**src/rtl/nn_fixed_pkg.sv**
```systemverilog
// Shared fixed-point constants, FSM state encoding and the round/saturate helper
// used by the post-accumulation stage of the neuron datapath.
package nn_fixed_pkg;

  localparam int ACC_WIDTH   = 26;
  localparam int FRAC_BITS   = 18;
  localparam int OUT_WIDTH   = 8;
  localparam int PIXEL_WIDTH = OUT_WIDTH;

  typedef enum logic [1:0] {
    ST_CLEAR,
    ST_RUN,
    ST_SETTLE,
    ST_PROCESS
  } state_t;

  typedef struct packed {
    logic signed [63:0] value;
    logic               sat;
  } round_sat_t;

  // Round half-up to an integer, then clamp to a signed out_width-bit range.
  function automatic round_sat_t round_sat(input logic signed [63:0] sum,
                                           input int frac_bits,
                                           input int out_width);
    logic signed [63:0] rounded;
    logic signed [63:0] max_v;
    logic signed [63:0] min_v;
    round_sat_t         res;
    rounded   = (sum + (64'sd1 <<< (frac_bits - 1))) >>> frac_bits;
    max_v     = (64'sd1 <<< (out_width - 1)) - 64'sd1;
    min_v     = -(64'sd1 <<< (out_width - 1));
    res.value = rounded;
    res.sat   = 1'b0;
    if (rounded > max_v) begin
      res.value = max_v;
      res.sat   = 1'b1;
    end else if (rounded < min_v) begin
      res.value = min_v;
      res.sat   = 1'b1;
    end
    return res;
  endfunction

endpackage

```
**src/rtl/sync_fifo.sv**
```systemverilog
// Synchronous FIFO with level output; a push is accepted only when not full at
// cycle start, so a same-cycle pop never makes room for it.
module sync_fifo #(
  parameter int WIDTH = 8,
  parameter int DEPTH = 4
) (
  input  logic                       clk,
  input  logic                       rst,
  input  logic                       i_push,
  input  logic [WIDTH-1:0]           i_data,
  input  logic                       i_pop,
  output logic [WIDTH-1:0]           o_data,
  output logic                       o_valid,
  output logic                       o_full,
  output logic [$clog2(DEPTH):0]     o_level
);

  localparam int AW = $clog2(DEPTH);
  localparam int LW = AW + 1;

  logic [WIDTH-1:0] r_mem [DEPTH];
  logic [AW-1:0]    r_wr_ptr;
  logic [AW-1:0]    r_rd_ptr;
  logic [LW-1:0]    r_level;
  logic             w_push_ok;
  logic             w_pop_ok;

  assign o_full    = (r_level == LW'(DEPTH));
  assign w_push_ok = i_push && !o_full;
  assign w_pop_ok  = i_pop && (r_level != '0);

  // NOTE: sequential state is written with non-blocking assignments so every flop samples pre-edge values.
  always_ff @(posedge clk) begin
    if (rst) begin
      r_wr_ptr <= '0;
      r_rd_ptr <= '0;
      r_level  <= '0;
    end else begin
      if (w_push_ok) r_wr_ptr <= r_wr_ptr + AW'(1);
      if (w_pop_ok)  r_rd_ptr <= r_rd_ptr + AW'(1);
      r_level <= r_level + LW'(w_push_ok) - LW'(w_pop_ok);
    end
  end

  // NOTE: the storage array is deliberately not reset; the head is masked to zero while empty.
  always_ff @(posedge clk) begin
    if (w_push_ok) r_mem[r_wr_ptr] <= i_data;
  end

  assign o_data  = (r_level == '0) ? '0 : r_mem[r_rd_ptr];
  assign o_valid = (r_level != '0);
  assign o_level = r_level;

endmodule

```
**src/rtl/neuron_output_stage.sv**
```systemverilog
// Captures the MAC sum after the multiplier drains, adds bias, applies optional
// ReLU, rounds/saturates to a pixel and queues it; also re-arms the MAC.
module neuron_output_stage
  import nn_fixed_pkg::*;
#(
  parameter int ACC_WIDTH    = nn_fixed_pkg::ACC_WIDTH,
  parameter int FRAC_BITS    = nn_fixed_pkg::FRAC_BITS,
  parameter int OUT_WIDTH    = nn_fixed_pkg::OUT_WIDTH,
  parameter int MULT_LATENCY = 2,
  parameter int FIFO_DEPTH   = 4
) (
  input  logic                          clk,
  input  logic                          rst,
  input  logic [ACC_WIDTH-1:0]          acc_in,
  input  logic                          acc_done,
  input  logic [ACC_WIDTH-1:0]          bias_in,
  input  logic                          relu_en,
  output logic                          mac_rst,
  output logic [OUT_WIDTH-1:0]          out_pixel,
  output logic                          out_valid,
  input  logic                          out_ready,
  output logic [$clog2(FIFO_DEPTH):0]   fifo_level,
  output logic                          sat_flag
);

  localparam int CNT_W = $clog2(MULT_LATENCY + 1);

  state_t                    r_state;
  logic [CNT_W-1:0]          r_cnt;
  logic signed [ACC_WIDTH:0] r_sum;
  logic                      r_relu;
  logic                      r_sat_flag;
  logic signed [ACC_WIDTH:0] w_relu_sum;
  round_sat_t                w_res;
  logic [OUT_WIDTH-1:0]      w_pixel;
  logic                      w_full;
  logic                      w_push;
  logic                      w_unused;

  // NOTE: each always_comb output gets a default first so no path can infer a latch.
  always_comb begin
    w_relu_sum = r_sum;
    if (r_relu && r_sum[ACC_WIDTH]) w_relu_sum = '0;
    w_res   = round_sat(64'(w_relu_sum), FRAC_BITS, OUT_WIDTH);
    w_pixel = w_res.value[OUT_WIDTH-1:0];
  end

  // Upper bits of the clamped value are sign copies of the pixel.
  assign w_unused = ^w_res.value[63:OUT_WIDTH];

  assign w_push   = (r_state == ST_PROCESS) && !w_full;
  assign mac_rst  = rst | (r_state == ST_CLEAR);
  assign sat_flag = r_sat_flag;

  always_ff @(posedge clk) begin
    if (rst) begin
      r_state    <= ST_CLEAR;
      r_cnt      <= '0;
      r_sum      <= '0;
      r_relu     <= 1'b0;
      r_sat_flag <= 1'b0;
    end else begin
      case (r_state)
        ST_CLEAR: r_state <= ST_RUN;
        ST_RUN: begin
          if (acc_done) begin
            r_state <= ST_SETTLE;
            r_cnt   <= CNT_W'(MULT_LATENCY);
          end
        end
        ST_SETTLE: begin
          r_cnt <= r_cnt - CNT_W'(1);
          // Last drain cycle: the MAC output now includes the final product.
          if (r_cnt == CNT_W'(1)) begin
            r_sum   <= {acc_in[ACC_WIDTH-1], acc_in} + {bias_in[ACC_WIDTH-1], bias_in};
            r_relu  <= relu_en;
            r_state <= ST_PROCESS;
          end
        end
        ST_PROCESS: begin
          if (w_push) begin
            r_state    <= ST_CLEAR;
            r_sat_flag <= r_sat_flag | w_res.sat;
          end
        end
        default: r_state <= ST_CLEAR;
      endcase
    end
  end

  sync_fifo #(
    .WIDTH (OUT_WIDTH),
    .DEPTH (FIFO_DEPTH)
  ) u_fifo (
    .clk     (clk),
    .rst     (rst),
    .i_push  (w_push),
    .i_data  (w_pixel),
    .i_pop   (out_ready),
    .o_data  (out_pixel),
    .o_valid (out_valid),
    .o_full  (w_full),
    .o_level (fifo_level)
  );

endmodule

```
**config.mk**
```make
export PLATFORM = sky130hd
export DESIGN_NAME = neuron_output_stage
export DESIGN_NICKNAME = d
export VERILOG_FILES = /design/src/rtl/nn_fixed_pkg.sv /design/src/rtl/sync_fifo.sv /design/src/rtl/neuron_output_stage.sv
export SDC_FILE = /design/constraint.sdc
export NUM_CORES = 1
export LEC_CHECK = 0
export ABC_CLOCK_PERIOD_IN_PS = 4250
export CAP_MARGIN = 10
export CORE_MARGIN = 8
export CORE_UTILIZATION = 50
export DETAILED_ROUTE_END_ITERATION = 8
export DONT_BUFFER_PORTS = 1
export PLACE_DENSITY = 0.76
export RECOVER_POWER = 100
export SETUP_SLACK_MARGIN = 0.3
export SYNTH_ARGS = -nofsm -noshare
export SYNTH_HDL_FRONTEND = slang
export SYNTH_SLANG_ARGS = --single-unit
```
**constraint.sdc**
```tcl
create_clock -name clk -period 4.25 [get_ports clk]
set_input_delay 0.425 -clock clk [delete_from_list [all_inputs] [get_ports clk]]
set_output_delay 0.425 -clock clk [all_outputs]
set_load 0.05 [all_outputs]
```
==> results of run 1 <==
-- cells in the mapped netlist, types with 8 or more instances --
library cell,n
nand3_1,10
nand2_1,28
a21oi_1,30
nor2_1,28
nor3_1,10
mux4_2,8
inv_1,17
o21ai_0,24
and2_1,17
dfxtp_1,25
ha_1,37
edfxtp_1,32
-- registers in the layout (all words and copies together), names as in the netlist, named ones only --
register	flops
sat_flag	1
u_fifo.r_mem	32
r_sum	10
u_fifo.r_rd_ptr	2
r_relu	1
u_fifo.o_level	3
r_cnt	2
r_state	2
u_fifo.r_wr_ptr	2
-- how the worst max path moves through the flow --
stage | from | endpoint | slack [ps]
2_1_floorplan | u_fifo.o_level[1]$_SDFF_PP0_ | u_fifo.o_level[2]$_SDFF_PP0_ | 1250
3_3_place_gp | u_fifo.o_level[1]$_SDFF_PP0_ | u_fifo.o_level[2]$_SDFF_PP0_ | 1530
3_5_place_dp | u_fifo.o_level[1]$_SDFF_PP0_ | u_fifo.o_level[2]$_SDFF_PP0_ | 1460
4_1_cts | u_fifo.o_level[1]$_SDFF_PP0_ | u_fifo.o_level[2]$_SDFF_PP0_ | 1440
5_1_grt | u_fifo.o_level[1]$_SDFF_PP0_ | u_fifo.o_level[2]$_SDFF_PP0_ | 660
6_report | u_fifo.o_level[1]$_SDFF_PP0_ | u_fifo.o_level[2]$_SDFF_PP0_ | 910
-- worst max-delay path, cell delays in order, from the launching register on --
cell,delay [ps]
dfxtp_1,740
or3_1,200
clkbuf_1,690
and2_0,330
ha_1,270
inv_1,60
ha_1,130
inv_1,50
fa_1,370
xor2_1,160
xnor2_1,180
nor2_1,60
-- layout by cell type, fill, tap and decap left out, types with 5 or more instances in the layout --
master and count:
nand4_1 5, nor2b_1 5, a21oi_1 30, or3_1 7, nand2_1 28, o21ai_0 24
edfxtp_1 32, xnor2_1 5, clkbuf_8 12, o21a_1 6, ha_1 37, xor2_1 7
inv_1 17, mux4_2 8, and2_0 13, and3_1 5, nor3_1 10, dfxtp_1 25
nand3_1 10, nor2_1 28
-- metal layers --
metal  vias up  share of wire [%]
met4         0                1.5
met5         -                  0
li1       1411                  -
met3        15                5.2
met2        85                 48
met1      1323                 45
-- through the flow --
stage / utilization (%) / std cells / total power [uW] / setup slack, ps / instance area, um^2
6_report: 55.3 / 481 / 1820 / 912 / 3970
5_1_grt: 55.3 / 481 / 1920 / 658 / 3970
4_1_cts: 55.4 / 481 / 1850 / 1440 / 3980
3_5_place_dp: 52.5 / 465 / 1330 / 1460 / 3770
3_3_place_gp: 52.5 / 465 / 1310 / 1530 / 3770
2_1_floorplan: - / 372 / 1230 / 1250 / 3660
-- area by class of cell --
class | instances | area [um^2]
Clock inverter | 3 | 38.8
Fill cell | 654 | 3210
Sequential cell | 57 | 1460
Inverter | 17 | 63.8
Multi-Input combinational cell | 291 | 2100
Tap cell | 99 | 124
Clock buffer | 13 | 169
Timing Repair Buffer | 1 | 3.75
-- report_power, final --
group          total, uW  switching [uW]  internal [uW]
Sequential           721            86.9            634
Combinational        585             386            199
Clock                516             200            316
-- logic make-up (layout without fill, tap and decap cells) --
kind of cell / after synthesis / after routing / synth area share [%]
AO/OA/AOI/OAI: 99 / 99 / 17.3
XOR/XNOR: 12 / 12 / 2.87
flip-flops: 57 / 57 / 39.9
buffers and inverters: 24 / 34 / 2.46
AND/OR/NAND/NOR: 130 / 130 / 18.3
multiplexers: 12 / 12 / 6.01
adder cells (fa/ha/maj): 38 / 38 / 13.2
==> results.py, run 1 <==
metrics = {
    "finish": {
        "area_growth_pct": 8.19,
        "finish.net_count": 472,
        "drive_gt1_share_pct": 6.54,
        "insertedDiodeCount": 0,
    },
    "place": {
        "place.gp.congestion": 0.898,
        "numPortBuffers": 0,
        "dp_hpwl_um": 6070,
    },
    "yosys": {
        "synth_nets": 467,
        "synth-edff-count": 32,
        "ys_seq_area_share_pct": 39.9,
        "syn_avg_cell_area_um2": 9.85,
        "synth_seq_cells": 57,
        "ys_top_cells_by_area": "edfxtp_1 (26%), dfxtp_1 (14%), ha_1 (13%)",
        "yosysWarnings": 0,
        "syn-instance-count": 372,
        "synth.largest_area_cell": "edfxtp_1",
        "async_reset_ff_share_pct": 0,
        "synth_top_cell_area_share_pct": 26.2,
        "synth-main-ff-cell": "edfxtp_1",
        "ys_types": 55,
        "netlist_area_mm2": 0.00366,
    },
    "clock_network": {
        "insertion_delay_ps": 330,
        "postCtsSetupBuffers": 0,
        "h-tree-depth": 3,
        "ctsLongestPathBuffers": 2,
        "cts_tree": "built",
        "cts.sinks": 57,
        "clk_pin_slew_worst_paths_ps": 60,
        "cts_root_buffer": "clkbuf_8",
        "cts_hold_buffers": 0,
        "post_cts_resize_count": 0,
        "cts_buffers": 9,
    },
    "run": {
        "drv_cap": 0,
    },
    "worst_hold_path": {
        "hold_start": "rst",
        "hold_depth": 1,
        "hold_end": "u_fifo.o_level[1]$_SDFF_PP0_",
        "hold_path_class": "input port to flip-flop",
    },
    "timing": {
        "rsz0062_at_grt": "false",
        "hold_viol": 0,
        "setup_violations": 0,
        "post-route-min-period_ps": 3340,
        "slew_headroom_pct": 34.9,
        "post-route-period-util_pct": 78.5,
        "whs_ps": 163,
        "tightest_slew_ps": 967,
        "slew_viol_final": 0,
        "timing.fmax_mhz": 300,
        "fin_worst_skew_ps": 7.85,
        "setup_tns_ps": 0,
    },
    "worst_setup_path": {
        "worstSetupPathType": "flip-flop to flip-flop",
        "worst_ep_arrival_time_ps": 3550,
        "reg2reg_to": "u_fifo.o_level[2]$_SDFF_PP0_",
        "reg2reg_slack_ps": 910,
        "worstReg2RegStart": "u_fifo.o_level[1]$_SDFF_PP0_",
        "critPathLaunchType": "flip-flop",
        "crit_path_end_kind": "flip-flop",
        "worstPathRequired_ps": 4460,
        "critical_path.max_fanout": 10,
        "reg2regPathDepth": 11,
    },
    "routing": {
        "via_per_inst": 5.89,
        "vias": 2834,
        "drc": 0,
        "postRouteAntennaNets": 0,
        "wirelength_um": 7730,
        "drtIter0Drc": 113,
        "wire_per_inst_um": 16.1,
        "dr.pass1.iters": 4,
    },
    "grt": {
        "use_met1_pct": 18.6,
        "grt_max_degree": 26,
        "grt_pass1_vias": 2953,
        "antenna_found_initial": 0,
        "met2_usage_pct": 26.2,
        "grtUsageMet3_pct": 4.26,
        "grt_pass1_wl_um": 13000,
        "grt_usage_pct": 15.6,
        "grt_busiest_layer": "met2",
        "overflow": 0,
    },
    "outcome": {
        "status": "finished clean",
    },
    "floorplanning": {
        "fp.dieH_um": 102,
        "std_cell_rows": 31,
        "die_x_um": 102,
        "pin_count": 71,
        "core-area_mm2": 0.00718,
        "initial_core_util_pct": 51.1,
        "dieArea_mm2": 0.0103,
    },
    "power_and_ir_drop": {
        "vdd_ir_drop_max_mv": 0.195,
        "power_leakage_uw": 0.00146,
        "pwr_density_cell_mw_per_mm2": 460,
    },
}
No activity file was read; power rests on OpenSTA's default activity.
==> run 2: changes to the inputs <==
--- a/config.mk
+++ b/config.mk
@@ -5,7 +5,7 @@
 export SDC_FILE = /design/constraint.sdc
 export NUM_CORES = 1
 export LEC_CHECK = 0
-export ABC_CLOCK_PERIOD_IN_PS = 4250
+export ABC_CLOCK_PERIOD_IN_PS = 3200
 export CAP_MARGIN = 10
 export CORE_MARGIN = 8
 export CORE_UTILIZATION = 50
==> constraint.sdc (replaced) <==
create_clock -name clk -period 3.2 [get_ports clk]
set_input_delay 0.32 -clock clk [delete_from_list [all_inputs] [get_ports clk]]
set_output_delay 0.32 -clock clk [all_outputs]
set_load 0.05 [all_outputs]
==> run 2 against run 1 <==
Total power rose by 37%. Cell count grew 0.62%. Clock power grew 45%. Via count increased by 1.5%. First-iteration DRC count rose by 26%. Combinational power increased by 44%. Worst hold slack got worse by 110 ps. Sequential power is 26% higher. Utilization rose by 0.51 points. Sequential share of layout area decreased by 0.33 points. Worst setup slack worse by 360 ps. Critical endpoint unchanged.
==> results.py, run 2 (synthesis gave the netlist of run 1 again) <==
metrics = {
    "outcome": {
        "status": "finished clean",
    },
    "floorplanning": {
        "std_cell_rows": 31,
        "initial_core_util_pct": 51.1,
        "dieArea_mm2": 0.0103,
        "die_x_um": 102,
        "pin_count": 71,
        "core-area_mm2": 0.00718,
        "fp.dieH_um": 102,
    },
    "clock_network": {
        "cts_tree": "built",
        "h-tree-depth": 3,
        "cts_buffers": 9,
        "cts_hold_buffers": 0,
        "ctsLongestPathBuffers": 2,
        "cts.sinks": 57,
        "insertion_delay_ps": 330,
        "postCtsSetupBuffers": 0,
        "clk_pin_slew_worst_paths_ps": 60,
        "cts_root_buffer": "clkbuf_8",
        "post_cts_resize_count": 0,
    },
    "place": {
        "place_ws_ps": 728,
        "dp_hpwl_um": 6190,
        "place.gp.congestion": 0.906,
        "numPortBuffers": 0,
    },
    "timing": {
        "slew_headroom_pct": 40.5,
        "slew_viol_final": 0,
        "fin_worst_skew_ps": 6.82,
        "setup_violations": 0,
        "post-route-min-period_ps": 2650,
        "post-route-period-util_pct": 82.8,
        "setup_tns_ps": 0,
        "setup_ws_ps": 550,
        "hold_viol": 0,
        "rsz0062_at_grt": "false",
        "tightest_slew_ps": 885,
        "timing.fmax_mhz": 377,
    },
    "worst_setup_path": {
        "reg2regPathDepth": 8,
        "worst_ep_arrival_time_ps": 2870,
        "reg2reg_to": "u_fifo.o_level[2]$_SDFF_PP0_",
        "path_cells": "clkbuf_1, a21boi_0, ha_1, inv_1, fa_1, xor2_1, xnor2_1, nor2_1",
        "worstReg2RegStart": "u_fifo.o_level[2]$_SDFF_PP0_",
        "slowest_delay_ps": 810,
        "slowest_stage": "a21boi_0",
        "reg2reg_slack_ps": 550,
        "critical_path.max_fanout": 8,
        "worstPathRequired_ps": 3420,
        "crit_path_end_kind": "flip-flop",
        "critPathLaunchType": "flip-flop",
        "worstSetupPathType": "flip-flop to flip-flop",
    },
    "routing": {
        "vias": 2877,
        "postRouteAntennaNets": 0,
        "drc": 0,
        "wirelength_um": 7850,
        "wire_per_inst_um": 16.2,
        "via_per_inst": 5.94,
        "drtIter0Drc": 142,
        "dr.pass1.iters": 5,
    },
    "finish": {
        "finish.net_count": 475,
        "insertedDiodeCount": 0,
        "final_cell_mix": "ha_1 (37), edfxtp_1 (32), a21oi_1 (30)",
        "largest_reg_flops": 32,
        "drive_gt1_share_pct": 7.01,
        "area_growth_pct": 9.18,
        "top_register": "u_fifo.r_mem",
        "final_common_cell": "ha_1",
    },
    "worst_hold_path": {
        "hold_depth": 1,
        "hold_end": "u_fifo.o_level[1]$_SDFF_PP0_",
        "hold_start": "rst",
        "hold_path_class": "input port to flip-flop",
    },
    "grt": {
        "grt_pass1_vias": 2972,
        "grt_usage_pct": 15.9,
        "overflow": 0,
        "antenna_found_initial": 0,
        "grt_max_degree": 26,
        "grt_pass1_wl_um": 13100,
    },
    "run": {
        "drv_cap": 0,
    },
    "power_and_ir_drop": {
        "power_leakage_uw": 0.00148,
        "pwr_density_cell_mw_per_mm2": 624,
        "design_power_total_uw": 2500,
        "vdd_ir_drop_max_mv": 0.199,
    },
}
==> run 2: routing by layer <==
layer | up-vias | GRT usage [%] | wire, um
met5 | - | 0 | 0
met4 | 0 | 5.96 | 79
met3 | 10 | 4.67 | 438
met2 | 105 | 27.6 | 3870
met1 | 1344 | 18.0 | 3470
li1 | 1418 | - | -
==> run 2: worst max path at each step <==
stage	start	to	depth (start not counted)
5_1_grt	u_fifo.o_level[2]$_SDFF_PP0_	u_fifo.o_level[2]$_SDFF_PP0_	8
2_1_floorplan	u_fifo.o_level[1]$_SDFF_PP0_	u_fifo.o_level[2]$_SDFF_PP0_	11
6_report	u_fifo.o_level[2]$_SDFF_PP0_	u_fifo.o_level[2]$_SDFF_PP0_	8
3_5_place_dp	u_fifo.o_level[0]$_SDFF_PP0_	u_fifo.o_level[2]$_SDFF_PP0_	11
4_1_cts	u_fifo.o_level[0]$_SDFF_PP0_	u_fifo.o_level[2]$_SDFF_PP0_	11
3_3_place_gp	u_fifo.o_level[0]$_SDFF_PP0_	u_fifo.o_level[2]$_SDFF_PP0_	11
==> run 2: per-stage QoR <==
stage / utilization, % / cell area, um^2 / std cells / hold slack (ps)
2_1_floorplan: - / 3670 / 372 / 433
3_3_place_gp: 52.9 / 3790 / 468 / 394
3_5_place_dp: 52.9 / 3790 / 468 / 396
4_1_cts: 56.0 / 4020 / 484 / 43.1
5_1_grt: 55.8 / 4000 / 484 / 31.0
6_report: 55.8 / 4000 / 484 / 56.9
==> run 2: worst max-delay path, delay by kind of cell (launching register included) <==
| family | cells | cell delay [ps] |
|---|---|---|
| flops | 1 | 300 |
| compound gates | 1 | 810 |
| buf+inv | 2 | 390 |
| fa+ha+maj | 2 | 640 |
| simple gates | 1 | 50 |
| xor+xnor | 2 | 340 |
==> run 2: power breakdown <==
part	internal, uW	leakage, uW	switching (uW)
clock network	479	0.000111	267
registers	842	0.000489	66.6
logic	280	0.000880	564
==> run 2: final cells by class <==
class / instances / area (um^2)
Multi-Input combinational cell: 291 / 2100
Tap cell: 99 / 124
Sequential cell: 57 / 1460
Clock inverter: 3 / 63.8
Clock buffer: 13 / 159
Fill cell: 633 / 3170
Timing Repair Buffer: 4 / 26.3
Inverter: 17 / 63.8
==> edit (config.mk and constraints of run 2) <==
Re-encode `state_t` (4 states) as one-hot, 4 bits wide.
--- a/src/rtl/nn_fixed_pkg.sv
+++ b/src/rtl/nn_fixed_pkg.sv
@@ -7,11 +7,11 @@
   localparam int OUT_WIDTH   = 8;
   localparam int PIXEL_WIDTH = OUT_WIDTH;
 
-  typedef enum logic [1:0] {
-    ST_CLEAR,
-    ST_RUN,
-    ST_SETTLE,
-    ST_PROCESS
+  typedef enum logic [3:0] {
+    ST_CLEAR   = 4'b0001,
+    ST_RUN     = 4'b0010,
+    ST_SETTLE  = 4'b0100,
+    ST_PROCESS = 4'b1000
   } state_t;
 
   typedef struct packed {
Formal check against the unedited RTL: no difference found for any inputs over 10 cycles, from zero or initial values and one cycle with rst high; not proved beyond that.
==> edit against run 2 <==
Wire length fell by 6.3%. Design area fell by 3.5%. Combinational power rose by 4.5%. Area after synthesis fell by 2.2%. First-iteration DRC count rose by 23%. Worst setup slack got worse by 0.18 ns. Critical path depth rose by 3. Sequential cell count rose by 2. Power fell by 0.73%. Utilization fell by 1.3 points. Sequential power fell by 2.3%. Maximum frequency fell by 6.2%.
==> edit: results <==
metrics = {
    "status": {
        "run_status": "completed",
    },
    "route": {
        "routed_wl_um": 7350,
        "route.vias.total": 2627,
        "first_pass_iters": 4,
        "initialDrtViolationCount": 174,
        "routed_via_density": 5.70,
    },
    "grt": {
        "first_global_vias": 2704,
        "grt_max_degree": 27,
        "globalRouteOverflowTotal": 0,
        "grt_pass1_wl_um": 12100,
        "globalRouteTotalUtil_pct": 14.9,
    },
    "yosys": {
        "post_synth_inst_count": 352,
        "top_post_synthesis_cells_by_count": "sky130_fd_sc_hd__nand2_1, sky130_fd_sc_hd__ha_1, sky130_fd_sc_hd__edfxtp_1",
        "netlist-cell-type-count": 57,
        "ys_seq_area_share_pct": 41.9,
        "synthesis.nets": 443,
        "synth_area_leaders": "sky130_fd_sc_hd__edfxtp_1, sky130_fd_sc_hd__dfxtp_1, sky130_fd_sc_hd__ha_1",
    },
    "min_path": {
        "holdCritPathClass": "in -> reg",
    },
    "power": {
        "worst_ir_drop_vdd_mv": 0.288,
        "p_leak_uw": 0.00148,
    },
    "timing": {
        "clock_skew_ns": 0.00720,
        "relSlewSlack_pct": 37.8,
        "min_period_ns": 2.83,
    },
    "clock_network": {
        "cts.repair.resized": 0,
        "ctsRootBufferMaster": "sky130_fd_sc_hd__clkbuf_8",
        "max-clock-path-buffers": 2,
        "tritoncts.num_buffers": 9,
    },
    "worst_setup_path": {
        "critPathMaxFanout": 10,
        "cp.arrival_ns": 3.06,
        "critical_path.startpoint": "u_fifo.o_level[0]",
        "reg2reg_slack_ns": 0.37,
        "worstRegToRegCells": 11,
    },
    "placement": {
        "dp_worst_setup_slack_ns": 0.660,
        "gp_congestion": 0.853,
        "dpl.hpwl_um": 5630,
        "detailed_place.area_um2": 3680,
    },
    "layout": {
        "insertedDiodeCount": 0,
        "layout.area.seq_um2": 1500,
        "post_route_cells_drive_above_1_share_pct": 8.56,
        "fill_cells": 638,
        "finalNetCount": 448,
    },
}
==> edit: cell count changes after synthesis, moves of 5 or more <==
cell	run 2	this run
sky130_fd_sc_hd__a211oi_1	2	7
sky130_fd_sc_hd__o21ai_0	24	12
sky130_fd_sc_hd__a21o_1	3	11
sky130_fd_sc_hd__nor3_1	10	2
sky130_fd_sc_hd__o21ai_1	0	9
sky130_fd_sc_hd__nand2_1	28	34
sky130_fd_sc_hd__or3_1	7	2
sky130_fd_sc_hd__o21a_1	6	0
sky130_fd_sc_hd__a21oi_1	30	24
sky130_fd_sc_hd__inv_1	17	9
==> edit: cell type report <==
type                            instances  share of cell area [%]
Multi-Input combinational cell        274                    51.3
Timing Repair Buffer                    4                   0.389
Clock buffer                           10                    3.30
Tap cell                               99                    3.21
Clock inverter                          6                    2.07
Inverter                                9                   0.875
Sequential cell                        59                    38.9
==> edit: logic make-up (layout without fill, tap and decap cells) <==
logic type | after synthesis | after routing | synth area share (%)
xor gates and xnor gates | 18 | 18 | 4.40
muxes | 11 | 11 | 5.90
DFF | 59 | 59 | 41.9
AOI/OAI and AO/OA | 82 | 82 | 14.6
adders and majority gates | 34 | 34 | 12.1
buffers and inverters | 19 | 29 | 2.55
and+or+nand+nor | 129 | 129 | 18.6
==> edit: worst min-delay path by stage <==
stage	slack, ns	cells after the start	endpoint	startpoint
2_1_floorplan	0.45	2	r_sum[17]	r_sum[17]
3_3_place_gp	0.39	1	u_fifo.o_level[1]	rst
3_5_place_dp	0.39	1	u_fifo.o_level[1]	rst
4_1_cts	0.03	1	u_fifo.o_level[1]	rst
5_1_grt	0.02	1	u_fifo.o_level[1]	rst
6_report	0.05	1	u_fifo.o_level[1]	rst
==> edit: critical path, stage by stage, from the launching register on <==
cell                       delay, ns
sky130_fd_sc_hd__dfxtp_1        0.31
sky130_fd_sc_hd__or3_1          0.35
sky130_fd_sc_hd__clkbuf_1       0.41
sky130_fd_sc_hd__and2_1         0.37
sky130_fd_sc_hd__ha_1           0.29
sky130_fd_sc_hd__inv_1          0.07
sky130_fd_sc_hd__ha_1           0.13
sky130_fd_sc_hd__inv_1          0.05
sky130_fd_sc_hd__fa_1           0.37
sky130_fd_sc_hd__xor2_1         0.16
sky130_fd_sc_hd__xnor2_1        0.17
sky130_fd_sc_hd__nor2_1         0.05
==> edit: report_power, final <==
part | internal, uW | switching, uW | total, uW | leakage (uW)
registers | 833 | 55.0 | 888 | 0.000530
logic | 268 | 614 | 882 | 0.000843
clock network | 432 | 278 | 710 | 0.000103
total | 1530 | 948 | 2480 | 0.00148
==> edit: per-layer routing <==
layer,part of all wire (%),track usage [%],vias up
met5,0,0,-
met4,1.1,4.53,0
met3,6.0,5.04,10
met2,52,27.0,69
met1,41,15.9,1243
li1,-,-,1305
